[src/rtl/ula_pkg.sv]
// Shared types for the ULA sequencer: opcode and state encodings, flag bit positions
// and the per-opcode carry rule.
package ula_pkg;

  typedef enum logic [3:0] {
    PASS  = 4'd0,
    INC   = 4'd1,
    ADD   = 4'd2,
    ADDC  = 4'd3,
    ADDNB = 4'd4,
    SUB   = 4'd5,
    DEC   = 4'd6,
    MUL   = 4'd7,
    AND   = 4'd8,
    OR    = 4'd9,
    XOR   = 4'd10,
    NOT   = 4'd11,
    SHL   = 4'd12,
    SHR   = 4'd13,
    PASS2 = 4'd14,
    LDI   = 4'd15
  } ula_op_e;

  typedef enum logic [1:0] {
    IDLE  = 2'd0,
    EXEC  = 2'd1,
    MULHI = 2'd2,
    DONE  = 2'd3
  } ula_state_e;

  // res_flags is packed {N,C,Z}
  localparam int FLAG_Z = 0;
  localparam int FLAG_C = 1;
  localparam int FLAG_N = 2;

  // Carry is the ULA's bit 8 for arithmetic/shift ops, "any high bit" for multiply.
  function automatic logic carry_of(input ula_op_e op, input logic [15:0] s);
    logic c;
    case (op)
      INC, ADD, ADDC, ADDNB, SUB, DEC, SHL, SHR: c = s[8];
      MUL:                                        c = |s[15:8];
      default:                                    c = 1'b0;
    endcase
    return c;
  endfunction

endpackage

[src/rtl/ula_regfile.sv]
// NREG x 8-bit register file: one write port, three asynchronous read ports
// (operand A, operand B, debug observation), asynchronous reset to RST_VAL.
module ula_regfile #(
  parameter int         NREG    = 4,
  parameter logic [7:0] RST_VAL = 8'h00
) (
  input  logic                    clk,
  input  logic                    rst_n,
  input  logic                    we,
  input  logic [$clog2(NREG)-1:0] waddr,
  input  logic [7:0]              wdata,
  input  logic [$clog2(NREG)-1:0] ra_addr,
  output logic [7:0]              ra_data,
  input  logic [$clog2(NREG)-1:0] rb_addr,
  output logic [7:0]              rb_data,
  input  logic [$clog2(NREG)-1:0] rdbg_addr,
  output logic [7:0]              rdbg_data
);

  logic [7:0] regs_q [NREG];
  logic [7:0] regs_d [NREG];

  always_comb begin
    for (int i = 0; i < NREG; i++) regs_d[i] = regs_q[i];
    if (we) regs_d[waddr] = wdata;
  end

  always_ff @(posedge clk or negedge rst_n) begin
    if (!rst_n) begin
      for (int i = 0; i < NREG; i++) regs_q[i] <= RST_VAL;
    end else begin
      for (int i = 0; i < NREG; i++) regs_q[i] <= regs_d[i];
    end
  end

  assign ra_data   = regs_q[ra_addr];
  assign rb_data   = regs_q[rb_addr];
  assign rdbg_data = regs_q[rdbg_addr];

endmodule

[src/rtl/ula_ctrl_sc.sv]
// Sequencer driving an external combinational 8-bit ULA from a small register file.
// Define ULA_MUL_HI_EN to add the MULHI state that captures the multiply high byte into P.
module ula_ctrl_sc
  import ula_pkg::*;
#(
  parameter int         NREG    = 4,
  parameter logic [7:0] RST_VAL = 8'h00
) (
  input  logic                    clk,
  input  logic                    rst_n,
  input  logic                    instr_valid,
  output logic                    instr_ready,
  input  logic [3:0]              instr_op,
  input  logic [$clog2(NREG)-1:0] instr_rd,
  input  logic [$clog2(NREG)-1:0] instr_rs,
  input  logic [7:0]              instr_imm,
  output logic [7:0]              ula_a,
  output logic [7:0]              ula_b,
  output logic [3:0]              ula_sula,
  input  logic [15:0]             ula_s,
  output logic                    res_valid,
  output logic [7:0]              res_data,
  output logic [2:0]              res_flags,
  output logic [7:0]              p_hi,
  input  logic [$clog2(NREG)-1:0] dbg_sel,
  output logic [7:0]              dbg_data
);

  localparam int AW = $clog2(NREG);

  // Handshake: an instruction transfers on a rising edge where instr_valid and
  // instr_ready are both high; instr_ready is high only in IDLE and instr_* are
  // ignored in every other state.
  ula_state_e    state_q, state_d;
  ula_op_e       op_q, op_d;
  logic [AW-1:0] rd_q, rd_d;
  logic [7:0]    imm_q, imm_d;
  logic [7:0]    ula_a_q, ula_a_d;
  logic [7:0]    ula_b_q, ula_b_d;
  logic [3:0]    ula_sula_q, ula_sula_d;
  logic          res_valid_q, res_valid_d;
  logic [7:0]    res_data_q, res_data_d;
  logic [2:0]    res_flags_q, res_flags_d;
  logic [7:0]    rf_a, rf_b, result;
  logic          we;
  ula_op_e       op_in;
`ifdef ULA_MUL_HI_EN
  logic [7:0]    p_q, p_d;
`endif

  ula_regfile #(.NREG(NREG), .RST_VAL(RST_VAL)) u_regfile (
    .clk       (clk),
    .rst_n     (rst_n),
    .we        (we),
    .waddr     (rd_q),
    .wdata     (result),
    .ra_addr   (instr_rd),
    .ra_data   (rf_a),
    .rb_addr   (instr_rs),
    .rb_data   (rf_b),
    .rdbg_addr (dbg_sel),
    .rdbg_data (dbg_data)
  );

  assign op_in  = ula_op_e'(instr_op);
  assign result = (op_q == LDI) ? imm_q : ula_s[7:0];

  always_comb begin
    state_d     = state_q;
    op_d        = op_q;
    rd_d        = rd_q;
    imm_d       = imm_q;
    ula_a_d     = ula_a_q;
    ula_b_d     = ula_b_q;
    ula_sula_d  = ula_sula_q;
    res_valid_d = 1'b0;
    res_data_d  = res_data_q;
    res_flags_d = res_flags_q;
    we          = 1'b0;
`ifdef ULA_MUL_HI_EN
    p_d         = p_q;
`endif
    case (state_q)
      IDLE: begin
        if (instr_valid) begin
          state_d    = EXEC;
          op_d       = op_in;
          rd_d       = instr_rd;
          imm_d      = instr_imm;
          ula_a_d    = rf_a;
          ula_b_d    = rf_b;
          ula_sula_d = (op_in == LDI) ? 4'(PASS) : instr_op;
        end
      end
      EXEC: begin
        we                  = 1'b1;
        res_data_d          = result;
        res_flags_d[FLAG_N] = result[7];
        res_flags_d[FLAG_C] = carry_of(op_q, ula_s);
        res_flags_d[FLAG_Z] = (result == 8'h00);
        state_d             = DONE;
        res_valid_d         = 1'b1;
`ifdef ULA_MUL_HI_EN
        if (op_q == MUL) begin
          state_d     = MULHI;
          res_valid_d = 1'b0;
        end
`endif
      end
      MULHI: begin
        // Operand registers are untouched here so the ULA output stays stable.
`ifdef ULA_MUL_HI_EN
        p_d = ula_s[15:8];
`endif
        state_d     = DONE;
        res_valid_d = 1'b1;
      end
      DONE:    state_d = IDLE;
      default: state_d = IDLE;
    endcase
  end

  always_ff @(posedge clk or negedge rst_n) begin
    if (!rst_n) begin
      state_q     <= IDLE;
      op_q        <= PASS;
      rd_q        <= '0;
      imm_q       <= 8'h00;
      ula_a_q     <= 8'h00;
      ula_b_q     <= 8'h00;
      ula_sula_q  <= 4'h0;
      res_valid_q <= 1'b0;
      res_data_q  <= RST_VAL;
      res_flags_q <= 3'b000;
`ifdef ULA_MUL_HI_EN
      p_q         <= RST_VAL;
`endif
    end else begin
      state_q     <= state_d;
      op_q        <= op_d;
      rd_q        <= rd_d;
      imm_q       <= imm_d;
      ula_a_q     <= ula_a_d;
      ula_b_q     <= ula_b_d;
      ula_sula_q  <= ula_sula_d;
      res_valid_q <= res_valid_d;
      res_data_q  <= res_data_d;
      res_flags_q <= res_flags_d;
`ifdef ULA_MUL_HI_EN
      p_q         <= p_d;
`endif
    end
  end

  assign instr_ready = (state_q == IDLE);
  assign ula_a       = ula_a_q;
  assign ula_b       = ula_b_q;
  assign ula_sula    = ula_sula_q;
  assign res_valid   = res_valid_q;
  assign res_data    = res_data_q;
  assign res_flags   = res_flags_q;
`ifdef ULA_MUL_HI_EN
  assign p_hi        = p_q;
`else
  assign p_hi        = RST_VAL;
`endif

endmodule

[config.mk]
export PLATFORM = sky130hd
export DESIGN_NAME = ula_ctrl_sc
export DESIGN_NICKNAME = d
export VERILOG_FILES = /design/src/rtl/ula_pkg.sv /design/src/rtl/ula_regfile.sv /design/src/rtl/ula_ctrl_sc.sv
export SDC_FILE = /design/constraint.sdc
export NUM_CORES = 1
export LEC_CHECK = 0
export CORE_MARGIN = 10
export CORE_UTILIZATION = 52
export CTS_BUF_LIST = sky130_fd_sc_hd__clkbuf_4 sky130_fd_sc_hd__clkbuf_8
export CTS_CLUSTER_SIZE = 25
export DETAILED_ROUTE_END_ITERATION = 12
export GPL_ROUTABILITY_DRIVEN = 0
export PLACE_DENSITY = 0.81
export REMOVE_ABC_BUFFERS = 1
export SETUP_SLACK_MARGIN = 0.5
export SLEW_MARGIN = 20
export SYNTH_ARGS = -nofsm -noshare
export SYNTH_HDL_FRONTEND = slang
export SYNTH_SLANG_ARGS = --single-unit
[constraint.sdc]
create_clock -name clk -period 2 [get_ports clk]
set_input_delay 0.2 -clock clk [delete_from_list [all_inputs] [get_ports clk]]
set_output_delay 0.2 -clock clk [all_outputs]
set_load 0.01 [all_outputs]
==> results of run 1 <==
[worst paths after layout]
path / depth (start not counted) / end / slack [ns]
setup / recovery: 2 / dbg_data[0] / 0.42
hold reg to reg: 2 / ula_sula[3]$_DFFE_PN0P_ / 0.49
setup reg to reg: 4 / ula_a[6]$_DFFE_PN0P_ / 0.51
max in group asynchronous: 3 / res_data[3]$_DFFE_PN0P_ / 1.13
hold / removal: 2 / ula_a[6]$_DFFE_PN0P_ / 0.26
min in group clk: 2 / imm_q[2]$_DFFE_PN0P_ / 0.46
[registers in the layout, summed over array words and instances (netlist names), 4 cells and up]
| register | count |
|---|---|
| ula_a | 8 |
| op_q | 4 |
| res_data | 8 |
| ula_sula | 4 |
| u_regfile.regs_q | 32 |
| ula_b | 8 |
| imm_q | 8 |
[routing by layer]
metal | GRT usage | routed length, um | up-vias
met3 | 0.0731 | 969 | 14
met4 | 0.0627 | 129 | 0
met1 | 0.213 | 4150 | 1508
li1 | - | - | 1320
met5 | 0 | 0 | -
met2 | 0.313 | 5330 | 155
[power groups by stage]
stage                     clock, uW  sequential (uW)  combinational [uW]
final                          1440             2970                4140
after global routing           1530             3070                4440
after CTS                      1450             2890                3780
after detailed placement          0             3060                3170
after global placement            0             2990                3050
after floorplan                   0             3030                1660
[cell type report]
type	count	area (sq um)	share of cell area
clock inverters	7	120	0.0221
repair buffers	131	1320	0.243
multi-input cells	198	1760	0.323
clock buffers	9	124	0.0228
well taps	99	124	0.0228
flip-flops and latches	79	1980	0.364
inverters	3	11.3	0.00207
[through the flow]
step	std cells	TNS (ns)
final	526	0
after floorplan	280	0
after detailed placement	469	-0.510
after global placement	469	-0.437
after CTS	520	0
after global routing	526	0
[cells by family after synthesis]
family | count (synthesis) | share of synthesized area
compound gates | 52 | 0.0727
fa+ha+maj | 3 | 0.00992
buf+inv | 30 | 0.0466
flops | 79 | 0.522
mux | 62 | 0.261
other cells | 1 | 0.000991
simple gates | 73 | 0.0863
[cell usage in the layout (no fill, tap or decap), drive strengths merged, types with 3 or more instances in the layout]
master / synthesis / layout
clkbuf: 5 / 9
inv: 3 / 4
dlymetal6s2s: 0 / 14
bufinv: 0 / 3
nand2: 35 / 35
ha: 3 / 3
dfrtp: 79 / 79
o21ai: 30 / 30
a21oi: 18 / 18
nor2: 20 / 20
buf: 22 / 62
clkdlybuf4s50: 0 / 51
mux2: 30 / 30
nor4: 3 / 3
mux2i: 8 / 8
mux4: 24 / 24
conb: 1 / 8
nand3: 6 / 6
[critical path, stage by stage, from the launching register on]
cell and delay, ns:
dfrtp_1 0.42, mux4_2 0.46, buf_2 0.15
[repair_timing]
item | in CTS | in global routing
hold endpoints to repair | 17 | 0
gates cloned | 1 | 0
hold buffers | 1 | 0
endpoints found under the setup margin | 47 | 84
setup buffers | 33 | 6
pin swaps | 0 | 0
gates resized for setup | 42 | 42
==> results by group, run 1 <==
STA
  • Post-Route Skew: 0.0141 ns
  • Final min period: 1.58 ns
  • Slew margin rel.: 0.603
  • Fmax: 631 MHz
  • Final setup viols: 0
  • Max-slew violations: 0
  • Worst Tran Pin Value: 0.594 ns
  • Final hold violation count: 0
  • PnR worst setup slack: 0.416 ns
  • RSZ-0062 raised after global routing: yes
  • Hold_ws: 0.259 ns
  • Period utilization: 0.792

Detailed routing
  • DR vias: 2997
  • DRC: 0
  • Vias per cell: 5.70
  • Post-route ant nets: 0
  • 1st-iter DRT viols: 187
  • WL/cell: 20.1 um
  • Drt total wl: 10600 um
  • Drt first pass iters: 4

Die
  • Initial Util: 0.527
  • Core area: 7180 sq um
  • Die X: 105 um
  • # IOs: 86
  • Site Rows: 31
  • Die Span Y: 105 um
  • Die ar.: 11100 sq um

Run status
  • Status: finished, final reports clean

Synth
  • Yosys reg bits: 79
  • Prevailing post-synth register cell: dfrtp_1
  • Synth async-reset ratio: 1.00
  • Cells after synthesis: 300
  • Most instantiated cells after synthesis: dfrtp_1 (79), nand2_1 (35), mux2_2 (30)
  • Syn avg cell area: 12.6 sq um
  • Count of different cell masters after synthesis: 30
  • Count leader, synth: dfrtp_1
  • Ranking of synthesized cells by area: dfrtp_1 (52%), mux4_2 (14%), mux2_2 (8.9%)
  • Yosys top cell area share: 0.522
  • Post-synth EDFFs: 0
  • Cell Area, Synth: 3780 sq um
  • Seq/Total Area, Yosys: 0.522
  • Post-synth top area cell: dfrtp_1
  • YS warnings: 0

Clock tree
  • Clk sinks: 79
  • Number of CTS-inserted buffers: 9
  • Clock Tree Root: clkbuf_8
  • CTS tree: done
  • H-tree Lvls: 3
  • Longest Clk Path Bufs: 2
  • CTS clk-pin slew, worst paths: 0.09 ns
  • Latest clock arrival within the worst-skew pair: 0.35 ns

Power and ir drop
  • Clock power frac: 0.169
  • Internal: 5620 uW
  • Sw Ratio: 0.343
  • Leak: 0.00243 uW
  • Gate power share: 0.484
  • Power Total: 8540 uW
  • Sw Pwr: 2930 uW
  • Register share of total power: 0.347
  • Pwr/cell area: 1570 nW/um^2
  • Worst vdd ir: 729 uV

Critical path
  • CP startpoint: u_regfile.regs_q[0]$_DFFE_PN0P_
  • WP data required: 1.80 ns
  • CP endpoint kind: output pin
  • Startpoint type of the worst setup path: flip-flop
  • Crit Reg-Reg Startpoint: u_regfile.regs_q[6]$_DFFE_PN0P_
  • Crit path DAT: 1.38 ns
  • Highest net fanout along the worst path: 2
  • Critical path class: reg2out

Finish
  • Core Util, Final: 0.757
  • Final Net Count: 462
  • Area grow syn2layout: 43.6%
  • N_diodes: 0
  • Count of filler cells inserted in the layout: 457
  • Post-route cell area: 5440 sq um
  • Layout cells sized above 1: 0.344

Global route
  • Congestion Overflow GR: 0
  • Number of global-route vias before repair: 3180
  • Largest net degree at the start of global routing: 63
  • First-pass GRT wire length: 16500 um
  • All-Layer GR Usage: 0.186
  • Initial antenna violation count: 0

Placed design
  • I/O Buffers: 77
  • Post-DP HPWL: 6480 um
  • Placed inst area: 4700 sq um
  • Pre-CTS setup slack: -0.0786 ns

Run
  • Max-Cap Viols: 0

Worst hold path
  • Hold Crit Class: in2async
Note: power is estimated with default switching activity, not from simulation.
==> run 2, diff against run 1 <==
==> constraint.sdc (replaced) <==
create_clock -name clk -period 1.6 [get_ports clk]
set_input_delay 0.16 -clock clk [delete_from_list [all_inputs] [get_ports clk]]
set_output_delay 0.16 -clock clk [all_outputs]
set_load 0.01 [all_outputs]
==> run 2 against run 1 <==
Against the previous run:
- final cell count rose by 10%
- cell area rose by 13%
- register-to-register slack got worse by 0.48 ns
- via count rose by 18%
- clock-buffer cell count rose by 2
- sequential power rose by 28%
- routed wire length rose by 38%
==> results by group, run 2 (synthesis results as in run 1) <==
Critical path
  • Reg2Reg Setup Slack: 0.03 ns (-0.48 ns)
  • Worst R2R End: ula_a[2]$_DFFE_PN0P_
  • WP data required: 1.44 ns (-0.36 ns)
  • Crit path largest cell delay: 0.51 ns (+0.05 ns)
  • CP endpoint kind: output pin
  • CP startpoint: u_regfile.regs_q[2]$_DFFE_PN0P_
  • Buf+Inv Stages, Crit Path: 1 (unchanged)
  • CP Depth: 2 (unchanged)
  • R2r worst-path depth: 4 (unchanged)
  • Highest net fanout along the worst path: 2 (unchanged)
  • Crit Reg-Reg Startpoint: u_regfile.regs_q[2]$_DFFE_PN0P_
  • Crit path DAT: 1.43 ns (+0.05 ns)
  • CP Cell Sequence: mux4_2, buf_6
  • CP Capture Point: dbg_data[2]
  • Cell family with most CP delay: multiplexers
  • CP max-delay cell: mux4_2
  • Startpoint type of the worst setup path: flip-flop
  • Critical path class: reg2out

Finish
  • Reg with most FFs: u_regfile.regs_q
  • Layout cells sized above 1: 0.606 (+0.262)
  • Post-route cell area: 6170 sq um (+13%)
  • Most common cell after layout, fill and taps aside: dfrtp_1
  • Max reg flops: 32 (unchanged)
  • Area grow syn2layout: 62.9%
  • Most frequent cells in the layout: dfrtp_1 (79), buf_4 (54), buf_6 (43)
  • N_diodes: 0 (unchanged)
  • Count of filler cells inserted in the layout: 327 (-28%)
  • Final Net Count: 515 (+11%)

Power and ir drop
  • Pwr/cell area: 2040 nW/um^2 (+30%)
  • Gate power share: 0.568 (+0.084)
  • Worst vdd ir: 1230 uV (+68%)
  • Internal: 7700 uW (+37%)
  • Sw Pwr: 4860 uW (+66%)
  • Power Total: 12600 uW (+47%)
  • Leak: 0.00271 uW (+12%)
  • Sw Ratio: 0.387 (+0.0441)
  • Register share of total power: 0.303 (-0.044)
  • Clock power frac: 0.129 (-0.040)

Global route
  • Number of global-route vias before repair: 3489 (+9.7%)
  • GR met1 Demand/Resource: 0.246 (+0.0334)
  • Congestion Overflow GR: 0 (unchanged)
  • Initial antenna violation count: 0 (unchanged)
  • Met2 usage: 0.373 (+0.0600)
  • All-Layer GR Usage: 0.212 (+0.0256)
  • Grt met3 use: 0.0560 (-0.0171)
  • Largest net degree at the start of global routing: 32 (-49%)
  • Most Crowded Layer GR: met2
  • First-pass GRT wire length: 18800 um (+14%)

STA
  • Final setup viols: 0 (unchanged)
  • Max-slew violations: 0 (unchanged)
  • Worst Tran Pin Value: 0.555 ns (-0.0386 ns)
  • Fmax: 627 MHz
  • Hold_ws: 0.233 ns (-0.0259 ns)
  • Post-Route Skew: 0.0192 ns (+0.00507 ns)
  • Final min period: 1.59 ns
  • Period utilization: 0.996
  • Final hold violation count: 0 (unchanged)
  • Slew margin rel.: 0.627 (+0.0236)
  • RSZ-0062 raised after global routing: yes

Clock tree
  • Longest Clk Path Bufs: 2 (unchanged)
  • H-tree Lvls: 3 (unchanged)
  • Clk sinks: 79 (unchanged)
  • Latest clock arrival within the worst-skew pair: 0.37 ns (+0.02 ns)
  • Clock Tree Root: clkbuf_8
  • CTS tree: done
  • CTS clk-pin slew, worst paths: 0.10 ns (about the same)
  • Number of CTS-inserted buffers: 9 (unchanged)

Placed design
  • I/O Buffers: 77 (unchanged)
  • Placed inst area: 4850 sq um (+3.3%)
  • Post-DP HPWL: 6910 um (+6.6%)

Detailed routing
  • DRC: 0 (unchanged)
  • DR vias: 3529 (+18%)
  • Vias per cell: 6.09 (+7.0%)
  • Post-route ant nets: 0 (unchanged)
  • WL/cell: 25.2 um (+25%)
  • Drt first pass iters: 5 (+1)
  • Drt total wl: 14600 um (+38%)
  • 1st-iter DRT viols: 223 (+19%)

Die
  • Initial Util: 0.527 (unchanged)
  • Site Rows: 31 (unchanged)
  • Die X: 105 um (unchanged)
  • # IOs: 86 (unchanged)
  • Die ar.: 11100 sq um (unchanged)
  • Die Span Y: 105 um (unchanged)
  • Core area: 7180 sq um (unchanged)

Worst hold path
  • Hold Crit Class: in2async

Run status
  • Status: finished, final reports clean

Run
  • Max-Cap Viols: 0 (unchanged)
-- run 2: cell types whose count changed in the layout (fill, tap and decap cells not counted), moves of 7 or more --
cell and change:
buf_4 +17, o21ai_1 -7, buf_2 +29, nor2_1 -10, a21oi_1 -16, a21oi_2 +16, nand2_1 -15, o21ai_2 +12
buf_6 +30, clkdlybuf4s50_1 -19, nand2_2 +8, dlymetal6s2s_1 -14, nor2_4 +8
-- run 2: repair_timing --
action,CTS,global route
pin swaps,26,18
hold buffers,1,0
gates cloned,6,3
resized for setup,244,86
hold endpoints to repair,46,0
setup endpoints to repair,117,91
setup buffers,49,16
-- run 2: power groups by stage --
stage          logic (uW)  registers, uW  clock network, uW
2_1_floorplan        2070           3790                  0
3_3_place_gp         4100           3710                  0
3_5_place_dp         4230           3800                  0
4_1_cts              5570           3610               1540
5_1_grt              7450           3880               1690
6_report             7130           3810               1620
-- run 2: worst min path at each step --
| stage | to | cells after the start |
|---|---|---|
| final | rd_q[0]$_DFFE_PN0P_ | 2 |
| after global routing | rd_q[0]$_DFFE_PN0P_ | 2 |
| after CTS | state_q[0]$_DFFE_PN0P_ | 2 |
| after detailed placement | u_regfile.regs_q[9]$_DFFE_PN0P_ | 1 |
| after global placement | u_regfile.regs_q[9]$_DFFE_PN0P_ | 1 |
| after floorplan | imm_q[0]$_DFFE_PN0P_ | 0 |
-- run 2: worst reg2reg max path, delay by kind of cell, from the launching register on --
kind	cells	cell delay, ns
mux	2	0.77
buf+inv	2	0.25
flops	1	0.41
-- run 2: cell type report --
type	count	area [sq um]	area share
timing repair buffer	184	1770	0.287
multi-input combinational	198	2080	0.337
inverter	3	11.3	0.00183
clock buffer	11	151	0.0245
tap	99	124	0.0201
clock inverter	5	56.3	0.00913
sequential	79	1980	0.321
-- run 2: metrics by stage --
step                      utilization  setup WS [ns]  TNS [ns]  cells
after floorplan                     -         -0.370    -17.24    280
after global placement          0.676         -0.398     -4.82    488
after detailed placement        0.676         -0.391     -4.99    488
after CTS                       0.796         0.0681         0    560
after global routing            0.859        0.00600         0    579
final                           0.859        0.00561         0    579
-- run 2: metal layers --
metal	up-vias	routed length, um	part of all wire
met5	-	0	0
met4	0	636	0.044
met3	63	1280	0.087
met2	263	7490	0.51
met1	1776	5200	0.36
li1	1427	-	-
